`src/rtl/midi_pkg.sv`:
```
// Shared MIDI transmit definitions: FSM states, status class constants and
// the status-byte to data-byte-count rule.
package midi_pkg;

   typedef enum logic [2:0] {
      IDLE,
      LOAD,
      SEND_CMD,
      SEND_D0,
      SEND_D1,
      DONE
   } tx_state_t;

   localparam logic [7:0] ST_NOTE_OFF   = 8'h80;
   localparam logic [7:0] ST_PROG_CHG   = 8'hC0;
   localparam logic [7:0] ST_CHAN_PRESS = 8'hD0;
   localparam logic [7:0] ST_SYSTEM     = 8'hF0;
   localparam logic [7:0] ST_REALTIME   = 8'hF8;

   // Channel voice/mode statuses 0x80..0xEF; the only ones running status applies to.
   function automatic logic is_channel(input logic [7:0] status);
      return (status >= ST_NOTE_OFF) && (status < ST_SYSTEM);
   endfunction

   function automatic logic [1:0] data_count(input logic [7:0] status);
      logic [1:0] n;
      n = 2'd2;
      if (status >= ST_SYSTEM) begin
         if (status == 8'hF2)
            n = 2'd2;
         else if ((status == 8'hF1) || (status == 8'hF3))
            n = 2'd1;
         else
            n = 2'd0;
      end else if ((status[7:4] == ST_PROG_CHG[7:4]) ||
                   (status[7:4] == ST_CHAN_PRESS[7:4])) begin
         n = 2'd1;
      end
      return n;
   endfunction

endpackage

```
`src/rtl/single_midi_out.sv`:
```
// Bit-level 8N1 serialiser: start bit, BYTE_W data bits LSB first, stop bit,
// each bit held for exactly BAUD_DIV clocks. Line idles high.
module single_midi_out #(
   parameter int unsigned BYTE_W   = 8,
   parameter int unsigned BAUD_DIV = 1536
) (
   input  logic              sys_clk,
   input  logic              sys_rst_n,
   input  logic [BYTE_W-1:0] byte_in,
   input  logic              byte_valid,
   output logic              byte_ready,
   output logic              byte_done,
   output logic              MIDI_OUT
);

   localparam int unsigned CNT_W    = $clog2(BAUD_DIV);
   localparam int unsigned LAST_BIT = BYTE_W + 1;

   logic [CNT_W-1:0] baud_cnt;
   logic [3:0]       bit_idx;
   logic [BYTE_W:0]  shreg;

   // byte_ready doubles as the idle flag; the start bit is driven on the accept edge.
   always_ff @(posedge sys_clk or negedge sys_rst_n) begin
      if (!sys_rst_n) begin
         baud_cnt   <= '0;
         bit_idx    <= '0;
         shreg      <= '1;
         byte_ready <= 1'b1;
         byte_done  <= 1'b0;
         MIDI_OUT   <= 1'b1;
      end else begin
         byte_done <= 1'b0;
         if (byte_ready) begin
            if (byte_valid) begin
               byte_ready <= 1'b0;
               MIDI_OUT   <= 1'b0;
               shreg      <= {1'b1, byte_in};
               baud_cnt   <= '0;
               bit_idx    <= '0;
            end
         end else if (baud_cnt == CNT_W'(BAUD_DIV - 1)) begin
            baud_cnt <= '0;
            if (bit_idx == 4'(LAST_BIT)) begin
               byte_ready <= 1'b1;
               byte_done  <= 1'b1;
               MIDI_OUT   <= 1'b1;
            end else begin
               bit_idx  <= bit_idx + 4'd1;
               MIDI_OUT <= shreg[0];
               shreg    <= {1'b1, shreg[BYTE_W:1]};
            end
         end else begin
            baud_cnt <= baud_cnt + CNT_W'(1);
         end
      end
   end

endmodule

```
`src/rtl/midi_message_tx.sv`:
```
// MIDI message transmitter: one status + 0..2 data bytes per handshake, sent as 8N1.
// Build option MIDI_TX_RUNNING_STATUS_EN omits a channel status equal to last_status.
module midi_message_tx
   import midi_pkg::*;
#(
   parameter int unsigned BYTE_W    = 8,
   parameter int unsigned MIDI_BAUD = 31250,
   parameter int unsigned SYSCLK_F  = 48000000
) (
   input  logic              sys_clk,
   input  logic              sys_rst_n,
   input  logic              MSG_VALID,
   output logic              MSG_READY,
   input  logic [BYTE_W-1:0] MIDI_CMD,
   input  logic [BYTE_W-1:0] MIDI_DAT_0,
   input  logic [BYTE_W-1:0] MIDI_DAT_1,
   output logic              MIDI_OUT,
   output logic              TX_BUSY,
   output logic              MSG_DONE,
   output logic              MSG_ERR
);

   localparam int unsigned BAUD_DIV = SYSCLK_F / MIDI_BAUD;

`ifdef MIDI_TX_RUNNING_STATUS_EN
   localparam bit RS_EN = 1'b1;
`else
   localparam bit RS_EN = 1'b0;
`endif

   tx_state_t         state;
   logic [BYTE_W-1:0] cmd_q;
   logic [BYTE_W-1:0] d0_q;
   logic [BYTE_W-1:0] d1_q;
   logic [1:0]        cnt_q;
   logic              rs_skip;
   logic [BYTE_W-1:0] last_status;
   logic [BYTE_W-1:0] tx_byte;
   logic              tx_valid;
   logic              byte_ready;
   logic              byte_done;

   single_midi_out #(
      .BYTE_W   (BYTE_W),
      .BAUD_DIV (BAUD_DIV)
   ) u_ser (
      .sys_clk    (sys_clk),
      .sys_rst_n  (sys_rst_n),
      .byte_in    (tx_byte),
      .byte_valid (tx_valid),
      .byte_ready (byte_ready),
      .byte_done  (byte_done),
      .MIDI_OUT   (MIDI_OUT)
   );

   // Message sequencer; each SEND_* issues one byte and waits for its byte_done.
   always_ff @(posedge sys_clk or negedge sys_rst_n) begin
      if (!sys_rst_n) begin
         state       <= IDLE;
         cmd_q       <= '0;
         d0_q        <= '0;
         d1_q        <= '0;
         cnt_q       <= '0;
         rs_skip     <= 1'b0;
         last_status <= '0;
         tx_byte     <= '0;
         tx_valid    <= 1'b0;
         MSG_READY   <= 1'b0;
         TX_BUSY     <= 1'b0;
         MSG_DONE    <= 1'b0;
         MSG_ERR     <= 1'b0;
      end else begin
         MSG_DONE <= 1'b0;
         MSG_ERR  <= 1'b0;
         if (tx_valid && byte_ready)
            tx_valid <= 1'b0;

         case (state)
            IDLE: begin
               MSG_READY <= 1'b1;
               if (MSG_VALID && MSG_READY) begin
                  if (MIDI_CMD[BYTE_W-1]) begin
                     state     <= LOAD;
                     MSG_READY <= 1'b0;
                     TX_BUSY   <= 1'b1;
                     cmd_q     <= MIDI_CMD;
                     d0_q      <= {1'b0, MIDI_DAT_0[BYTE_W-2:0]};
                     d1_q      <= {1'b0, MIDI_DAT_1[BYTE_W-2:0]};
                     cnt_q     <= data_count(8'(MIDI_CMD));
                     // Compare against the pre-update value: the decision belongs to this message.
                     rs_skip   <= RS_EN && is_channel(8'(MIDI_CMD)) &&
                                  (MIDI_CMD == last_status);
                     if (is_channel(8'(MIDI_CMD)))
                        last_status <= MIDI_CMD;
                     else if (8'(MIDI_CMD) < ST_REALTIME)
                        last_status <= '0;
                  end else begin
                     MSG_ERR <= 1'b1;
                  end
               end
            end

            LOAD: begin
               tx_valid <= 1'b1;
               if (rs_skip) begin
                  tx_byte <= d0_q;
                  state   <= SEND_D0;
               end else begin
                  tx_byte <= cmd_q;
                  state   <= SEND_CMD;
               end
            end

            SEND_CMD: begin
               if (byte_done) begin
                  if (cnt_q != 2'd0) begin
                     tx_byte  <= d0_q;
                     tx_valid <= 1'b1;
                     state    <= SEND_D0;
                  end else begin
                     MSG_DONE <= 1'b1;
                     state    <= DONE;
                  end
               end
            end

            SEND_D0: begin
               if (byte_done) begin
                  if (cnt_q == 2'd2) begin
                     tx_byte  <= d1_q;
                     tx_valid <= 1'b1;
                     state    <= SEND_D1;
                  end else begin
                     MSG_DONE <= 1'b1;
                     state    <= DONE;
                  end
               end
            end

            SEND_D1: begin
               if (byte_done) begin
                  MSG_DONE <= 1'b1;
                  state    <= DONE;
               end
            end

            DONE: begin
               TX_BUSY   <= 1'b0;
               MSG_READY <= 1'b1;
               state     <= IDLE;
            end

            default: state <= IDLE;
         endcase
      end
   end

endmodule
```
`config.mk`:
```
export PLATFORM = sky130hd
export DESIGN_NAME = midi_message_tx
export DESIGN_NICKNAME = d
export VERILOG_FILES = /design/src/rtl/midi_pkg.sv /design/src/rtl/single_midi_out.sv /design/src/rtl/midi_message_tx.sv
export SDC_FILE = /design/constraint.sdc
export NUM_CORES = 1
export LEC_CHECK = 0
export ABC_AREA = 1
export ABC_CLOCK_PERIOD_IN_PS = 1400
export CAP_MARGIN = 20
export CORE_MARGIN = 4
export CORE_UTILIZATION = 51
export DETAILED_ROUTE_END_ITERATION = 10
export PLACE_DENSITY = 0.75
export SYNTH_ARGS = -nofsm -noshare
export SYNTH_HDL_FRONTEND = slang
export SYNTH_SLANG_ARGS = --single-unit
```
`constraint.sdc`:
```
create_clock -name sys_clk -period 1.4 [get_ports sys_clk]
set_clock_uncertainty 0.1 [all_clocks]
set_input_delay 0.28 -clock sys_clk [delete_from_list [all_inputs] [get_ports sys_clk]]
set_output_delay 0.28 -clock sys_clk [all_outputs]
set_load 0.01 [all_outputs]
```
==> impl_metrics.py <==
metrics = {
    "logic_synthesis": {
        "yosysTopAreaCell": "dfrtp_1",
        "dominantRegCellSynth": "dfrtp_1",
        "yosysMostFrequentCell": "nand2_1",
        "yosys_warnings": 0,
        "syn_nets": 439,
        "syn_area_mm2": 0.00328,
        "synth_edf_count": 0,
        "synth.ff_latch_count": 66,
        "synth_cells": 409,
        "netlist.area_leader.share_pct": 42.7,
        "synth_area_leaders": "dfrtp_1 43%, nand2_1 20%, dfstp_2 8.0%",
        "ys_types": 31,
        "netlist_top_cells_count": "175 x nand2_1, 56 x dfrtp_1, 27 x inv_1",
        "ys_async_sr_fraction_pct": 100,
        "syn_area_per_cell_um2": 8.02,
        "seq_area_frac_synth_pct": 50.7,
    },
    "timing": {
        "worst_slack_ns": -0.171,
        "period_share_pct": 112,
        "max_slew_margin_pct": 73.5,
        "final_hold_viol_count": 0,
        "fmax_mhz": 636,
        "worst_pin_slew_ns": 0.398,
        "final-setup-viol-count": 46,
        "slew_violations": 0,
        "min_period_ns": 1.57,
        "rsz0062_at_grt": "yes",
    },
    "power_and_ir_drop": {
        "p_per_area_mw_per_mm2": 1590,
        "comb_power_share_pct": 44.5,
        "seq_power_share_pct": 37.2,
        "cellLeakagePower_nw": 2.30,
        "netSwitchingFraction_pct": 39.1,
        "clockPowerShare_pct": 18.3,
        "p_sw_mw": 3.01,
        "power.internal_mw": 4.68,
        "vdd_drop_max_uv": 1040,
    },
    "floorplan": {
        "die_y_um": 88.2,
        "start_util_pct": 53.8,
        "rows": 28,
        "coreArea_mm2": 0.00610,
        "dieArea_mm2": 0.00778,
        "die_x_um": 88.2,
        "ios": 32,
    },
    "placed_design": {
        "dpl.hpwl_um": 4950,
        "pre_cts_ws_ns": -0.326,
        "dp_cells": 547,
        "io_buffers": 29,
        "dpl_cell_area_mm2": 0.00394,
        "place.gp.congestion": 0.821,
    },
    "clock_network": {
        "clk-insertion-delay-late_ns": 0.35,
        "tritoncts": "done",
        "cts.sinks": 66,
        "clk_pin_slew_ns": 0.08,
        "numCtsBuffers": 9,
        "clock_path_buffers": 2,
        "clockRootBuffer": "clkbuf_8",
        "htree_num_levels": 3,
    },
    "finish": {
        "multi_input_area_mm2": 0.00179,
        "syn_to_final_growth_pct": 47.7,
        "fillers": 393,
        "fin_util_pct": 79.5,
        "layout.nets": 538,
        "final_cell_area_mm2": 0.00485,
        "drive_gt1_share_pct": 40.0,
        "register_area_mm2": 0.00167,
        "final_cells": 588,
        "diodes": 0,
    },
    "route": {
        "drt_iter0_markers": 140,
        "drc": 0,
        "avgViaCountPerCell": 5.36,
        "wl_per_cell_um": 15.0,
        "dr.pass1.iters": 5,
        "drt_wl_total_um": 8810,
        "ant_nets": 0,
        "vias": 3153,
    },
    "status": {
        "violations": "setup timing",
        "status": "finished, violations left",
    },
    "worst_setup_path": {
        "cp_cell_sequence": "nor2_4 > nand2_2 > nor2_4 > buf_12 > clkinv_8 > o21ai_0",
        "arrival_ns": 1.72,
        "path_buf_inv": 2,
        "path_max_fanout": 7,
        "worstPathRequired_ns": 1.55,
        "crit_path_start_kind": "flip-flop",
        "worst-setup-path-type": "flip-flop to flip-flop",
        "endpoint_kind": "flip-flop",
        "cp_slowest_cell": "dfrtp_2",
        "crit_family": "flip-flops",
        "crit_top_cell": "nor2_4",
        "slowest_delay_ns": 0.46,
    },
    "global_routing": {
        "grt_first_pass_wirelength_um": 13300,
        "gr-total-overflow": 0,
        "grt-busiest-layer": "met2",
        "globalRouteMet1Util_pct": 26.8,
        "antenna_found_initial": 0,
        "grt_pass1_vias": 3027,
        "grt_max_degree": 37,
        "grt_usage_pct": 22.1,
        "grt_use_met2_pct": 37.9,
        "met3_usage_pct": 4.80,
    },
    "job": {
        "max_cap_violations": 0,
    },
    "hold_path": {
        "min_path_type": "input pin to async pin",
    },
}
==> metrics by stage <==
stage	power (mW)	setup TNS (ns)	hold slack (ns)
global placement	4.81	-7.68	0.123
global route	8.18	-7.07	0.320
detailed placement	4.90	-9.32	0.129
CTS	6.66	-0.398	0.287
finish	7.70	-2.44	0.285
floorplan	4.03	-0.773	-0.116
==> sequential cells by signal (all words and copies together), names as in the netlist, 2 cells and up <==
name / count
u_ser.baud_cnt: 11
d0_q: 7
u_ser.bit_idx: 4
state: 3
u_ser.shreg: 8
cnt_q: 2
cmd_q: 8
tx_byte: 8
d1_q: 7
==> path summary, 6_finish.rpt <==
| path | start | end | slack (ns) | cells after the start |
|---|---|---|---|---|
| max | state[0] | cmd_q[0] | -0.17 | 6 |
| min | sys_rst_n | u_ser.bit_idx[1] | 0.29 | 2 |
| max reg2reg | state[0] | cmd_q[0] | -0.17 | 6 |
| min reg2reg | u_ser.shreg[1] | u_ser.shreg[1] | 0.36 | 2 |
| max in group asynchronous | sys_rst_n | state[1] | 0.32 | 3 |
| min in group sys_clk | u_ser.shreg[1] | u_ser.shreg[1] | 0.36 | 2 |
==> cell usage in the layout, fill, tap and decap left out, types with 3 or more instances in the layout <==
cell type / n
inv_2: 6
o21ai_2: 9
nand3_2: 9
buf_12: 4
buf_4: 43
nand3_1: 14
clkbuf_8: 9
nand2_2: 36
nand4_1: 13
buf_6: 16
nand2_1: 131
clkdlybuf4s50_1: 23
o22ai_1: 3
nand2_4: 12
dfstp_2: 10
dfrtp_2: 3
o21ai_1: 9
nor2_2: 7
clkinv_2: 4
a21oi_1: 3
nor2_4: 8
buf_8: 3
inv_1: 21
dfrtp_1: 53
xor2_1: 3
o21ai_0: 13
clkinv_4: 3
nand3_4: 5
nor2_1: 12
==> power groups by stage <==
stage,combinational [mW],clock (mW),sequential [mW]
detailed placement,2.15,0,2.75
global route,3.74,1.52,2.92
floorplan,1.33,0,2.70
CTS,2.50,1.42,2.74
global placement,2.07,0,2.74
finish,3.42,1.41,2.87
==> cells by family after synthesis <==
logic type,after synthesis,share of synthesized area (%)
buffers and inverters,43,6.79
and+or+nand+nor,252,33.2
adders and majority gates,3,1.14
xor gates and xnor gates,3,0.801
AOI/OAI and AO/OA,42,7.36
DFF,66,50.7
==> final cells by class <==
class	count	share of cell area (%)
multi-input cells	301	36.8
clock buffers	9	2.56
repair buffers	97	19.8
repair inverters	3	0.800
well taps	75	1.94
inverters	30	2.71
flip-flops and latches	66	34.4
clock inverters	7	0.955
==> worst reg2reg max path, cell delays in order, from the launching register on <==
cell and delay (ns):
dfrtp_2 0.46, nor2_4 0.14, nand2_2 0.10, nor2_4 0.18, buf_12 0.19, clkinv_8 0.09
o21ai_0 0.22
==> routing by layer <==
layer  routed length, um  part of all wire, %
met1                3530                   40
met2                4630                   53
met3                 415                  4.7
met5                   0                    0
met4                 244                  2.8
==> timing repair <==
action | in CTS | in global routing
gates cloned | 4 | 4
setup endpoints to repair | 60 | 63
setup buffers | 10 | 9
endpoints found under the hold margin | 4 | 0
pin swaps | 12 | 34
hold buffers | 1 | 0
resized for setup | 60 | 104
Power figures use the tool's default switching activity.
